**config.mk**
```make
export PLATFORM = sky130hd
export DESIGN_NAME = point_placer_ctrl
export DESIGN_NICKNAME = d
export VERILOG_FILES = /design/src/rtl/point_placer_ctrl_pkg.sv /design/src/rtl/point_lfsr.sv /design/src/rtl/point_placer_ctrl.sv
export SDC_FILE = /design/constraint.sdc
export NUM_CORES = 1
export LEC_CHECK = 0
export CORE_MARGIN = 2
export CORE_UTILIZATION = 41
export CTS_CLUSTER_DIAMETER = 200
export DETAILED_ROUTE_END_ITERATION = 10
export GPL_TIMING_DRIVEN = 0
export PLACE_DENSITY_LB_ADDON = 0.3
export SLEW_MARGIN = 20
export SYNTH_ARGS = -nofsm -noshare
export SYNTH_HDL_FRONTEND = slang
export SYNTH_SLANG_ARGS = --single-unit
```
**constraint.sdc**
```tcl
create_clock -name clk_75 -period 3.1 [get_ports clk_75]
set_input_delay 0.62 -clock clk_75 [delete_from_list [all_inputs] [get_ports clk_75]]
set_output_delay 0.62 -clock clk_75 [all_outputs]
set_load 0.05 [all_outputs]
```
**src/rtl/point_placer_ctrl_pkg.sv**
```systemverilog
// Shared snake-game types used by the point placer.
//   tile_t        : contents of one map tile
//   game_mode     : MENU / GAME
//   point_state_e : point placer FSM states (scan states exist only when
//                   POINT_SCAN_FALLBACK_EN is defined)
//   MAP_WIDTH/MAP_HEIGHT : default map size
//   lfsr5_next    : 5-bit LFSR step shared by every LFSR user
package point_placer_ctrl_pkg;

    localparam int MAP_WIDTH  = 32;
    localparam int MAP_HEIGHT = 24;

    typedef enum logic [2:0] {
        EMPTY  = 3'd0,
        SNAKE1 = 3'd1,
        SNAKE2 = 3'd2,
        WALL   = 3'd3,
        POINT  = 3'd4
    } tile_t;

    typedef enum logic {
        MENU = 1'b0,
        GAME = 1'b1
    } game_mode;

    typedef enum logic [2:0] {
        IDLE       = 3'd0,
        ISSUE      = 3'd1,
        EVAL       = 3'd2,
`ifdef POINT_SCAN_FALLBACK_EN
        COMMIT     = 3'd3,
        SCAN_ISSUE = 3'd4,
        SCAN_EVAL  = 3'd5
`else
        COMMIT     = 3'd3
`endif
    } point_state_e;

    // Feedback taps s[4] into bit 0 and bit 1; a non-zero state never maps to 0.
    function automatic logic [4:0] lfsr5_next(input logic [4:0] s);
        return {s[3], s[2], s[1], s[0] ^ s[4], s[4]};
    endfunction

endpackage

```
**src/rtl/point_lfsr.sv**
```systemverilog
// 5-bit LFSR for point coordinate candidates.
//   clk_i/rst_i : clock, synchronous active-high reset (state -> 5'd1)
//   load_i      : load seed_i (a zero seed is replaced by 1)
//   step_i      : advance one step
//   nxt_o       : value the LFSR takes on the next step
module point_lfsr
    import point_placer_ctrl_pkg::*;
(
    input  logic       clk_i,
    input  logic       rst_i,
    input  logic       load_i,
    input  logic       step_i,
    input  logic [4:0] seed_i,
    output logic [4:0] nxt_o
);
    logic [4:0] s_q;

    assign nxt_o = lfsr5_next(s_q);

    always_ff @(posedge clk_i) begin
        if (rst_i)       s_q <= 5'd1;
        else if (load_i) s_q <= (seed_i == 5'd0) ? 5'd1 : seed_i;
        else if (step_i) s_q <= nxt_o;
    end
endmodule

```
**src/rtl/point_placer_ctrl.sv**
```systemverilog
// Food point placement controller.
// Draws random interior coordinates, probes the tile through a read port and
// commits the first EMPTY one. With POINT_SCAN_FALLBACK_EN defined, after
// MAX_TRIES failed random probes it raster-scans the interior and raises
// map_full when no EMPTY tile exists; otherwise map_full is tied low.
// Ports:
//   clk_75, rst                : clock, synchronous active-high reset
//   mode                       : MENU / GAME
//   seed_x_in, seed_y_in       : LFSR seeds, loaded on MENU->GAME
//   eat1, eat2                 : snake ate the point (single-cycle pulses)
//   rd_x, rd_y / rd_tile       : tile read address (registered) / tile data
//   point_x, point_y           : committed coordinates
//   point_valid, busy          : point on map / placement in progress
//   place_done, map_full       : commit pulse / no EMPTY tile found
module point_placer_ctrl #(
    parameter int MAP_WIDTH  = point_placer_ctrl_pkg::MAP_WIDTH,
    parameter int MAP_HEIGHT = point_placer_ctrl_pkg::MAP_HEIGHT,
    parameter int MAX_TRIES  = 8
) (
    input  logic                           clk_75,
    input  logic                           rst,
    input  point_placer_ctrl_pkg::game_mode mode,
    input  logic [4:0]                     seed_x_in,
    input  logic [4:0]                     seed_y_in,
    input  logic                           eat1,
    input  logic                           eat2,
    output logic [4:0]                     rd_x,
    output logic [4:0]                     rd_y,
    input  point_placer_ctrl_pkg::tile_t    rd_tile,
    output logic [4:0]                     point_x,
    output logic [4:0]                     point_y,
    output logic                           point_valid,
    output logic                           busy,
    output logic                           place_done,
    output logic                           map_full
);
    import point_placer_ctrl_pkg::*;

    localparam logic [4:0] X_SPAN = 5'(MAP_WIDTH - 2);
    localparam logic [4:0] Y_SPAN = 5'(MAP_HEIGHT - 2);
    localparam int         TW     = (MAX_TRIES > 1) ? $clog2(MAX_TRIES) : 1;

    point_state_e state_q, state_d;
    game_mode     mode_q;
    logic [4:0]   rd_x_q, rd_x_d, rd_y_q, rd_y_d;
    logic [4:0]   pt_x_q, pt_x_d, pt_y_q, pt_y_d;
    logic         pv_q, pv_d, done_q, done_d;
    logic [TW-1:0] tries_q, tries_d;
    logic         lfsr_step;
    logic [4:0]   x_nxt, y_nxt;
`ifdef POINT_SCAN_FALLBACK_EN
    logic [4:0]   scan_x_q, scan_x_d, scan_y_q, scan_y_d;
    logic         full_q, full_d;
`endif

    wire game_start = (mode == GAME) && (mode_q == MENU);

    point_lfsr u_lfsr_x (
        .clk_i(clk_75), .rst_i(rst), .load_i(game_start),
        .step_i(lfsr_step), .seed_i(seed_x_in), .nxt_o(x_nxt)
    );
    point_lfsr u_lfsr_y (
        .clk_i(clk_75), .rst_i(rst), .load_i(game_start),
        .step_i(lfsr_step), .seed_i(seed_y_in), .nxt_o(y_nxt)
    );

    always_comb begin
        state_d   = state_q;
        rd_x_d    = rd_x_q;
        rd_y_d    = rd_y_q;
        pt_x_d    = pt_x_q;
        pt_y_d    = pt_y_q;
        pv_d      = pv_q;
        done_d    = 1'b0;
        tries_d   = tries_q;
        lfsr_step = 1'b0;
`ifdef POINT_SCAN_FALLBACK_EN
        scan_x_d  = scan_x_q;
        scan_y_d  = scan_y_q;
        full_d    = full_q;
`endif
        if (mode != GAME) begin
            // Leaving the game abandons any placement; LFSRs keep their state.
            state_d = IDLE;
            pv_d    = 1'b0;
            tries_d = '0;
`ifdef POINT_SCAN_FALLBACK_EN
            full_d  = 1'b0;
`endif
        end else begin
            case (state_q)
                IDLE: begin
                    if (game_start) begin
                        state_d = ISSUE;
                    end else if ((eat1 | eat2) && pv_q) begin
                        pv_d    = 1'b0;
                        state_d = ISSUE;
                    end
                end
                ISSUE: begin
                    lfsr_step = 1'b1;
                    rd_x_d    = (x_nxt % X_SPAN) + 5'd1;
                    rd_y_d    = (y_nxt % Y_SPAN) + 5'd1;
                    state_d   = EVAL;
                end
                EVAL: begin
                    if (rd_tile == EMPTY) begin
                        state_d = COMMIT;
`ifdef POINT_SCAN_FALLBACK_EN
                    end else if (tries_q == TW'(MAX_TRIES - 1)) begin
                        tries_d  = '0;
                        scan_x_d = 5'd1;
                        scan_y_d = 5'd1;
                        state_d  = SCAN_ISSUE;
`endif
                    end else begin
                        tries_d = tries_q + TW'(1);
                        state_d = ISSUE;
                    end
                end
                COMMIT: begin
                    pt_x_d  = rd_x_q;
                    pt_y_d  = rd_y_q;
                    pv_d    = 1'b1;
                    done_d  = 1'b1;
                    tries_d = '0;
`ifdef POINT_SCAN_FALLBACK_EN
                    full_d  = 1'b0;
`endif
                    state_d = IDLE;
                end
`ifdef POINT_SCAN_FALLBACK_EN
                SCAN_ISSUE: begin
                    rd_x_d  = scan_x_q;
                    rd_y_d  = scan_y_q;
                    state_d = SCAN_EVAL;
                end
                SCAN_EVAL: begin
                    if (rd_tile == EMPTY) begin
                        state_d = COMMIT;
                    end else if (scan_x_q == X_SPAN && scan_y_q == Y_SPAN) begin
                        full_d  = 1'b1;
                        pv_d    = 1'b0;
                        state_d = IDLE;
                    end else begin
                        // x is the inner loop of the raster
                        if (scan_x_q == X_SPAN) begin
                            scan_x_d = 5'd1;
                            scan_y_d = scan_y_q + 5'd1;
                        end else begin
                            scan_x_d = scan_x_q + 5'd1;
                        end
                        state_d = SCAN_ISSUE;
                    end
                end
`endif
                default: state_d = IDLE;
            endcase
        end
    end

    always_ff @(posedge clk_75) begin
        if (rst) begin
            state_q  <= IDLE;
            mode_q   <= MENU;
            rd_x_q   <= 5'd0;
            rd_y_q   <= 5'd0;
            pt_x_q   <= 5'd0;
            pt_y_q   <= 5'd0;
            pv_q     <= 1'b0;
            done_q   <= 1'b0;
            tries_q  <= '0;
`ifdef POINT_SCAN_FALLBACK_EN
            scan_x_q <= 5'd1;
            scan_y_q <= 5'd1;
            full_q   <= 1'b0;
`endif
        end else begin
            state_q  <= state_d;
            mode_q   <= mode;
            rd_x_q   <= rd_x_d;
            rd_y_q   <= rd_y_d;
            pt_x_q   <= pt_x_d;
            pt_y_q   <= pt_y_d;
            pv_q     <= pv_d;
            done_q   <= done_d;
            tries_q  <= tries_d;
`ifdef POINT_SCAN_FALLBACK_EN
            scan_x_q <= scan_x_d;
            scan_y_q <= scan_y_d;
            full_q   <= full_d;
`endif
        end
    end

    assign rd_x        = rd_x_q;
    assign rd_y        = rd_y_q;
    assign point_x     = pt_x_q;
    assign point_y     = pt_y_q;
    assign point_valid = pv_q;
    assign place_done  = done_q;
    assign busy        = (state_q != IDLE);
`ifdef POINT_SCAN_FALLBACK_EN
    assign map_full    = full_q;
`else
    assign map_full    = 1'b0;
`endif
endmodule

```
* Word level (Yosys, flattened, before mapping)
Cells that the tools add are included.
** Storage, ports and cells
- Output and inout bits :: 24
- Register bits :: 36
- Input port bits :: 18
- Word-level logic and storage cells :: 54
** Cells by class
- Reduce and logical (&&, ||, !) cells :: 13
- Div/mod/pow operators :: 2
- Equality and inequality tests :: 6
- Multiplexer cells :: 16
- $add $sub $neg :: 2
- Bitwise logic cells :: 5
** Operator list (number)
- two-way mux 5 bit :: 6
- adder 5 x 1 -> 5 bit (second input constant) :: 2
- logical NOT 5 bit :: 2
- remainder unit 5 x 5 -> 5 bit (second input constant) :: 2
- case mux 3 bit (3 select lines) :: 1
- == test 3 x 2 -> 1 bit (second input constant) :: 2
- logical NOT 3 bit :: 2
- two-way mux 3 bit :: 2
- two-way mux 1 bit :: 5
- != test 2 bit (second input constant) :: 2
- AND reduction 2 bit :: 2
- nonzero test 2 bit :: 2
- == test 3 x 1 -> 1 bit (second input constant) :: 1
- != test 3 bit (second input constant) :: 1
- AND reduction 3 bit :: 1
- nonzero test 3 bit :: 1
- logical AND 1 bit :: 2
- two-way mux 2 bit :: 1
- NOT 1 bit :: 2
- case mux 1 bit (2 select lines) :: 1
- OR reduction 2 bit :: 1
- bitwise XOR 1 bit :: 2
- bitwise OR 1 bit :: 1

* Depth between registers and ports, before layout
Gate-level depths: netlist of run 1.
- Depth after elaboration :: 5
- Gate-level depth with buffers :: 12

* Cells and area by module
A second synthesis of run 1 with hierarchy kept.
** Second synthesis, totals
- Cells, all modules :: 221
- Area, all modules :: 1863.0 um^2
** By module, submodules not included
- point_placer_ctrl :: area an instance 1262.5 um^2, cells each 155, times used 1
- point_lfsr :: area an instance 300.3 um^2, cells each 33, times used 2

* Worst setup path before layout of run 1
Ideal clock, no wire load.
- Path kind :: register to register
- From :: reg u_lfsr_y.s_q[4]
- To :: reg rd_y_q[4] (netlist: rd_y[4])
- Data required time :: 3.014 ns
- Path slack :: 0.949 ns
- Cell stages (with the launch flop) :: 12
- Clock period less this slack :: 2.151 ns
- Setup time :: 0.086 ns
- Data arrival time :: 2.065 ns
- Path through :: dfxtp_1 inv_1 ha_1 inv_1 ha_1 a211oi_1 or3_1 and2_1 ha_1 nand3_2 xnor2_1 a211oi_1
** On the way
- Longest elaborated chain between the ends :: 3
** RTL lines
- start, declared :: RTL line point_lfsr.sv:16 : logic [4:0] s_q;
- start signal, assigned :: RTL line point_lfsr.sv:22 : else if (load_i) s_q <= (seed_i == 5'd0) ? 5'd1 : seed_i;
- start signal, assigned :: RTL line point_lfsr.sv:23 : else if (step_i) s_q <= nxt_o;
- bitwise XOR 1 bit :: RTL line point_placer_ctrl_pkg.sv:41 : return {s[3], s[2], s[1], s[0] ^ s[4], s[4]};
- remainder unit 5 x 5 -> 5 bit * :: RTL line point_placer_ctrl.sv:103 : rd_y_d = (y_nxt % Y_SPAN) + 5'd1;
- adder 5 x 1 -> 5 bit * :: RTL line point_placer_ctrl.sv:103
- end signal, assigned :: RTL line point_placer_ctrl.sv:182 : rd_y_q <= rd_y_d;
- end, declared :: RTL line point_placer_ctrl.sv:45 : logic [4:0] rd_x_q, rd_x_d, rd_y_q, rd_y_d;
Every way passes the cells marked *; elsewhere a longest branch is shown, timed or not.
A chain may end at the register's enable or synchronous reset.

* Worst setup path in the final report of run 1
Same ends and word-level chain as after synthesis.

==> impl_metrics.env, run 1 <==
export IMPL_status="finished clean"
export IMPL_syn_area_per_cell_um2=8.03
export IMPL_syn_nets=235
export IMPL_power_density_nw_per_um2=436
export IMPL_crit_chain="inv_1 > ha_1 > inv_1 > ha_1 > a211oi_1 > or3_1 > and2_1 > ha_1 > nand3_2 > xnor2_1 > a211oi_1"
export IMPL_antenna_cells=0
export IMPL_syn_area_um2=1700
export IMPL_max_slew_worst_pin_slew_ns=0.501
export IMPL_clk_pin_slew_ns=0.07
export IMPL_required_ns=3.30
export IMPL_synth_most_common_cell="nand2_1"
export IMPL_layoutNonFillerInstCount=308
export IMPL_ys_ff_latch=35
export IMPL_reg2reg_from="u_lfsr_y.s_q[4]"
export IMPL_synth_seq_area_share_pct=41.3
export IMPL_place_area_um2=2160
export IMPL_startpoint_type="flop"
export IMPL_die_h_um=68.3
export IMPL_crit_start="u_lfsr_y.s_q[4]"
export IMPL_antenna_found_initial=0
export IMPL_post_drt_wl_per_cell_um=12.5
export IMPL_rsz0062_at_grt="false"
export IMPL_cts_buffer_depth=2
export IMPL_max_cap_viol_count=0
export IMPL_grt_pass1_wl_um=6270
export IMPL_drt_wl_total_um=3840
export IMPL_finalCritPeriodShare_pct=76.7
export IMPL_drive_gt1_share_pct=7.75
export IMPL_fin_nets=282
export IMPL_crit_fanout=6
export IMPL_synth_edf_count=0
export IMPL_max_vdd_ir_drop_mv=0.258
export IMPL_post_cts_buffers=0
export IMPL_slew_limit_headroom_pct=66.5
export IMPL_grt_max_degree=11
export IMPL_fp_dieW_um=68.3
export IMPL_hpwlAfterDp_um=2780
export IMPL_syn_to_final_growth_pct=32.5
export IMPL_period_needed_ns=2.38
export IMPL_cts_made_buffers=5
export IMPL_multiInputGateArea_um2=911
export IMPL_grt_usage_pct=18.4
export IMPL_rows=23
export IMPL_dp_cells=301
export IMPL_routed_via_density=5.19
export IMPL_path_class="reg2reg"
export IMPL_crit_path_end_kind="flop"
export IMPL_worst_slack_ns=0.722
export IMPL_ant_nets=0
export IMPL_postSynth_asyncResetShare_pct=0
export IMPL_seqCellArea_um2=701
export IMPL_clock_fmax_mhz=420
export IMPL_synthTopCellsByCount="43 x nand2_1, 35 x dfxtp_1, 22 x nor2_1, 17 x a21oi_1"
export IMPL_firstDrtPassIters=4
export IMPL_vias=1598
export IMPL_cts_max_level=2
export IMPL_clock_sinks=35
export IMPL_p_total_uw=979
export IMPL_grt_overflow=0
export IMPL_hold_viol_final=0
export IMPL_crit_top_cell="ha_1"
export IMPL_hold_buffers=0
export IMPL_cts_resized=0
export IMPL_cts_tree="built"
export IMPL_slowest_delay_ns=0.42
export IMPL_synth_top_area_share_pct=41.3
export IMPL_stdcell_area_um2=2250
export IMPL_io_buffers=40
export IMPL_hp_start="point_y[0]"
export IMPL_p_leak_nw=0.778
export IMPL_setup_viol=0
export IMPL_syn_instance_count=211
export IMPL_synth_top_cell_by_area="dfxtp_1"
export IMPL_grt_pass1_vias=1374
export IMPL_finClkSkew_ns=0.00410
export IMPL_place_gp_congestion=0.791
export IMPL_fp_dieArea_um2=4670
export IMPL_synthFlopType="dfxtp_1"
export IMPL_worstPathArrival_ns=2.58
export IMPL_cp_slowest_cell="dfxtp_1"
export IMPL_post_place_ws_ns=0.728
export IMPL_final_setup_tns_ns=0
export IMPL_cts_root_buf="clkbuf_8"
export IMPL_synth_area_leaders="dfxtp_1 41%, nand2_1 9.5%, a21oi_1 5.0%"
export IMPL_core_um2=4000
export IMPL_hold_path_class="reg2reg"
export IMPL_start_util_pct=42.4
export IMPL_ys_types=45
export IMPL_ys_warn_count=0
export IMPL_fill_cells=407
export IMPL_drc=0
export IMPL_io_pins=42
export IMPL_clk_latency_ns=0.29
export IMPL_drtIter0Drc=65
export IMPL_final_max_slew_viol_count=0
kinds of logic after synthesis:
logic type | after synthesis | synth area share [%]
xor+xnor | 6 | 3.10
other cells | 1 | 0.221
flops | 35 | 41.3
fa+ha+maj | 6 | 4.43
buf+inv | 19 | 4.94
simple gates | 92 | 25.1
compound gates | 51 | 20.3
mux | 1 | 0.590
worst paths after layout:
kind                end  slack (ns)  cells after the start
max             rd_y[4]        0.72                     11
min          point_y[0]        0.46                      2
max reg2reg     rd_y[4]        0.72                     11
min reg2reg  point_y[0]        0.46                      2
power by group:
group	total (mW)	leakage, nW	switching [mW]	internal, mW
Combinational	0.165	0.446	0.0909	0.0737
Clock	0.332	0.0470	0.158	0.174
Sequential	0.483	0.285	0.0180	0.465
Total	0.979	0.778	0.267	0.713
area by class of cell:
cell class                      instances  share of cell area [%]
Multi-Input combinational cell        157                    40.6
Sequential cell                        35                    31.2
Timing Repair Buffer                   40                    17.8
Clock buffer                            6                    3.68
Tap cell                               50                    2.79
Buffer                                 13                    2.73
Inverter                                6                    1.00
Clock inverter                          1                   0.223
stage by stage:
| step | util [%] | hold slack, ns |
|---|---|---|
| after detailed placement | 54.0 | 0.449 |
| final | 56.1 | 0.457 |
| after global routing | 56.1 | 0.479 |
| after CTS | 56.1 | 0.458 |
| after floorplan | - | 0.489 |
| after global placement | 54.0 | 0.443 |
layer usage:
layer / vias up / track usage, % / wire length (um)
li1: 829 / - / -
met1: 723 / 23.5 / 1870
met2: 42 / 28.8 / 1740
met3: 4 / 4.11 / 198
met4: 0 / 10.0 / 40
met5: - / 0 / 0
flip-flops by register name, indices dropped and copies added (netlist names):
register / cells
rd_x: 5
mode_q: 1
state_q: 2
place_done: 1
point_valid: 1
point_x: 5
u_lfsr_y.s_q: 5
u_lfsr_x.s_q: 5
rd_y: 5
point_y: 5
cells in the final DEF, fill, tap and decap left out, types with 5 or more instances in the layout:
master,count
nor3_1,5
dfxtp_1,35
clkbuf_8,6
nand2_1,43
a211oi_1,7
a311oi_1,6
o211ai_1,5
o21ai_0,5
a21oi_1,17
clkdlybuf4s50_1,40
clkbuf_1,7
nor2_1,22
inv_1,5
ha_1,6
worst max-delay path: cells and delay by family (launching register included):
family | cells | cell delay, ns
adders and majority gates | 3 | 0.78
buffers and inverters | 2 | 0.17
xor gates and xnor gates | 1 | 0.07
and+or+nand+nor | 3 | 0.56
DFF | 1 | 0.42
AOI/OAI and AO/OA | 2 | 0.29
Note: power is estimated with default switching activity, not from simulation.
==> inputs of run 2 (changes only) <==
- clock period: 3.1 -> 2.45 ns (I/O delays scaled with it)
==> impl_metrics.env, run 2 (same netlist as run 1, synthesis figures left out) <==
export IMPL_drc=0
export IMPL_max_vdd_ir_drop_mv=0.349
export IMPL_cts_made_buffers=5
export IMPL_cp_slowest_cell="dfxtp_2"
export IMPL_clk_latency_ns=0.29
export IMPL_fp_dieW_um=68.3
export IMPL_core_um2=4000
export IMPL_drt_wl_total_um=3960
export IMPL_p_total_mw=1.26
export IMPL_place_area_um2=2160
export IMPL_grt_pass1_vias=1374
export IMPL_p_leak_nw=0.781
export IMPL_final_cell_mix="43 x nand2_1, 40 x clkdlybuf4s50_1, 34 x dfxtp_1, 22 x nor2_1, 16 x a21oi_1"
export IMPL_dp_cells=301
export IMPL_firstDrtPassIters=4
export IMPL_crit_fanout=6
export IMPL_slowest_delay_ns=0.38
export IMPL_drive_gt1_share_pct=9.69
export IMPL_antenna_found_initial=0
export IMPL_slew_limit_headroom_pct=65.8
export IMPL_place_gp_congestion=0.791
export IMPL_startpoint_type="flop"
export IMPL_crit_chain="inv_1 > ha_1 > inv_1 > ha_4 > a211oi_1 > or3_1 > and2_1 > ha_1 > nand3_2 > xnor2_1 > a211oi_1"
export IMPL_hold_path_class="reg2reg"
export IMPL_clk_pin_slew_ns=0.07
export IMPL_post_drt_wl_per_cell_um=12.9
export IMPL_io_pins=42
export IMPL_vias=1611
export IMPL_clock_sinks=35
export IMPL_clock_fmax_mhz=440
export IMPL_rows=23
export IMPL_max_cap_viol_count=0
export IMPL_crit_family="adder cells"
export IMPL_critPathBufInv=2
export IMPL_io_buffers=40
export IMPL_grt_overflow=0
export IMPL_grt_usage_pct=18.4
export IMPL_final_max_slew_viol_count=0
export IMPL_power_density_nw_per_um2=551
export IMPL_start_util_pct=42.4
export IMPL_antenna_cells=0
export IMPL_cts_root_buf="clkbuf_8"
export IMPL_setup_viol=0
export IMPL_fp_dieArea_um2=4670
export IMPL_grt_pass1_wl_um=6270
export IMPL_post_cts_buffers=0
export IMPL_die_h_um=68.3
export IMPL_routed_via_density=5.23
export IMPL_syn_to_final_growth_pct=34.5
export IMPL_fin_nets=282
export IMPL_rsz0062_at_grt="true"
export IMPL_fill_cells=401
export IMPL_worstPathArrival_ns=2.48
export IMPL_crit_path_end_kind="flop"
export IMPL_cts_max_level=2
export IMPL_stdcell_area_um2=2280
export IMPL_ant_nets=0
export IMPL_path_class="reg2reg"
export IMPL_cts_buffer_depth=2
export IMPL_status="finished clean"
export IMPL_max_slew_worst_pin_slew_ns=0.513
export IMPL_grt_max_degree=11
export IMPL_period_needed_ns=2.27
export IMPL_final_common_cell="nand2_1"
export IMPL_drtIter0Drc=63
export IMPL_hpwlAfterDp_um=2780
export IMPL_layoutNonFillerInstCount=308
export IMPL_cts_tree="built"
export IMPL_final_setup_tns_ns=0
export IMPL_required_ns=2.66
export IMPL_hold_viol_final=0
export IMPL_finClkSkew_ns=0.00416
export IMPL_finalCritPeriodShare_pct=92.8
## run 2: cell counts in the layout (fill, tap and decap cells not counted)
Identical to the previous run, type by type.
## run 2: path summary, 6_finish.rpt
| path | slack [ns] | to | depth (start not counted) | start |
|---|---|---|---|---|
| max | 0.18 | rd_y[4] | 11 | u_lfsr_y.s_q[4] |
| min | 0.46 | point_y[0] | 2 | point_y[0] |
| max reg2reg | 0.18 | rd_y[4] | 11 | u_lfsr_y.s_q[4] |
| min reg2reg | 0.46 | point_y[0] | 2 | point_y[0] |
## run 2: final cells by class
cell class	count	area (um^2)	area share, %
Buffer	13	61.3	2.69
Clock buffer	6	82.6	3.62
Clock inverter	1	5.00	0.219
Inverter	6	22.5	0.987
Multi-Input combinational cell	157	945	41.4
Sequential cell	35	702	30.8
Tap cell	50	62.6	2.74
Timing Repair Buffer	40	400	17.6
## run 2: tightest hold or removal path: stages (launching register included)
cell	delay [ns]
dfxtp_1	0.31
nand2_1	0.05
a21oi_1	0.05
## run 2: per-stage QoR
step | util, % | hold WS, ns | setup slack (ns)
6_report | 57.0 | 0.457 | 0.176
5_1_grt | 57.0 | 0.479 | -0.0355
4_1_cts | 56.1 | 0.458 | 0.0716
3_5_place_dp | 54.0 | 0.449 | 0.116
3_3_place_gp | 54.0 | 0.443 | 0.150
2_1_floorplan | - | 0.489 | 0.299
## run 2: report_power, final
group / internal [mW] / switching [mW]
clock: 0.220 / 0.205
combinational: 0.100 / 0.119
sequential: 0.588 / 0.0247
## run 2: per-layer routing
| layer | part of all wire [%] | vias up | track usage (%) | wire length [um] |
|---|---|---|---|---|
| met2 | 45 | 48 | 28.8 | 1800 |
| li1 | - | 828 | - | - |
| met4 | 1.4 | 0 | 10.0 | 57 |
| met5 | 0 | - | 0 | 0 |
| met3 | 5.8 | 6 | 4.11 | 229 |
| met1 | 47 | 729 | 23.5 | 1880 |
## run 2: what timing repair did
action                     4_1_cts  5_1_grt
setup endpoints to repair        0        5
gates resized for setup          0        6
hold buffers                     0        0
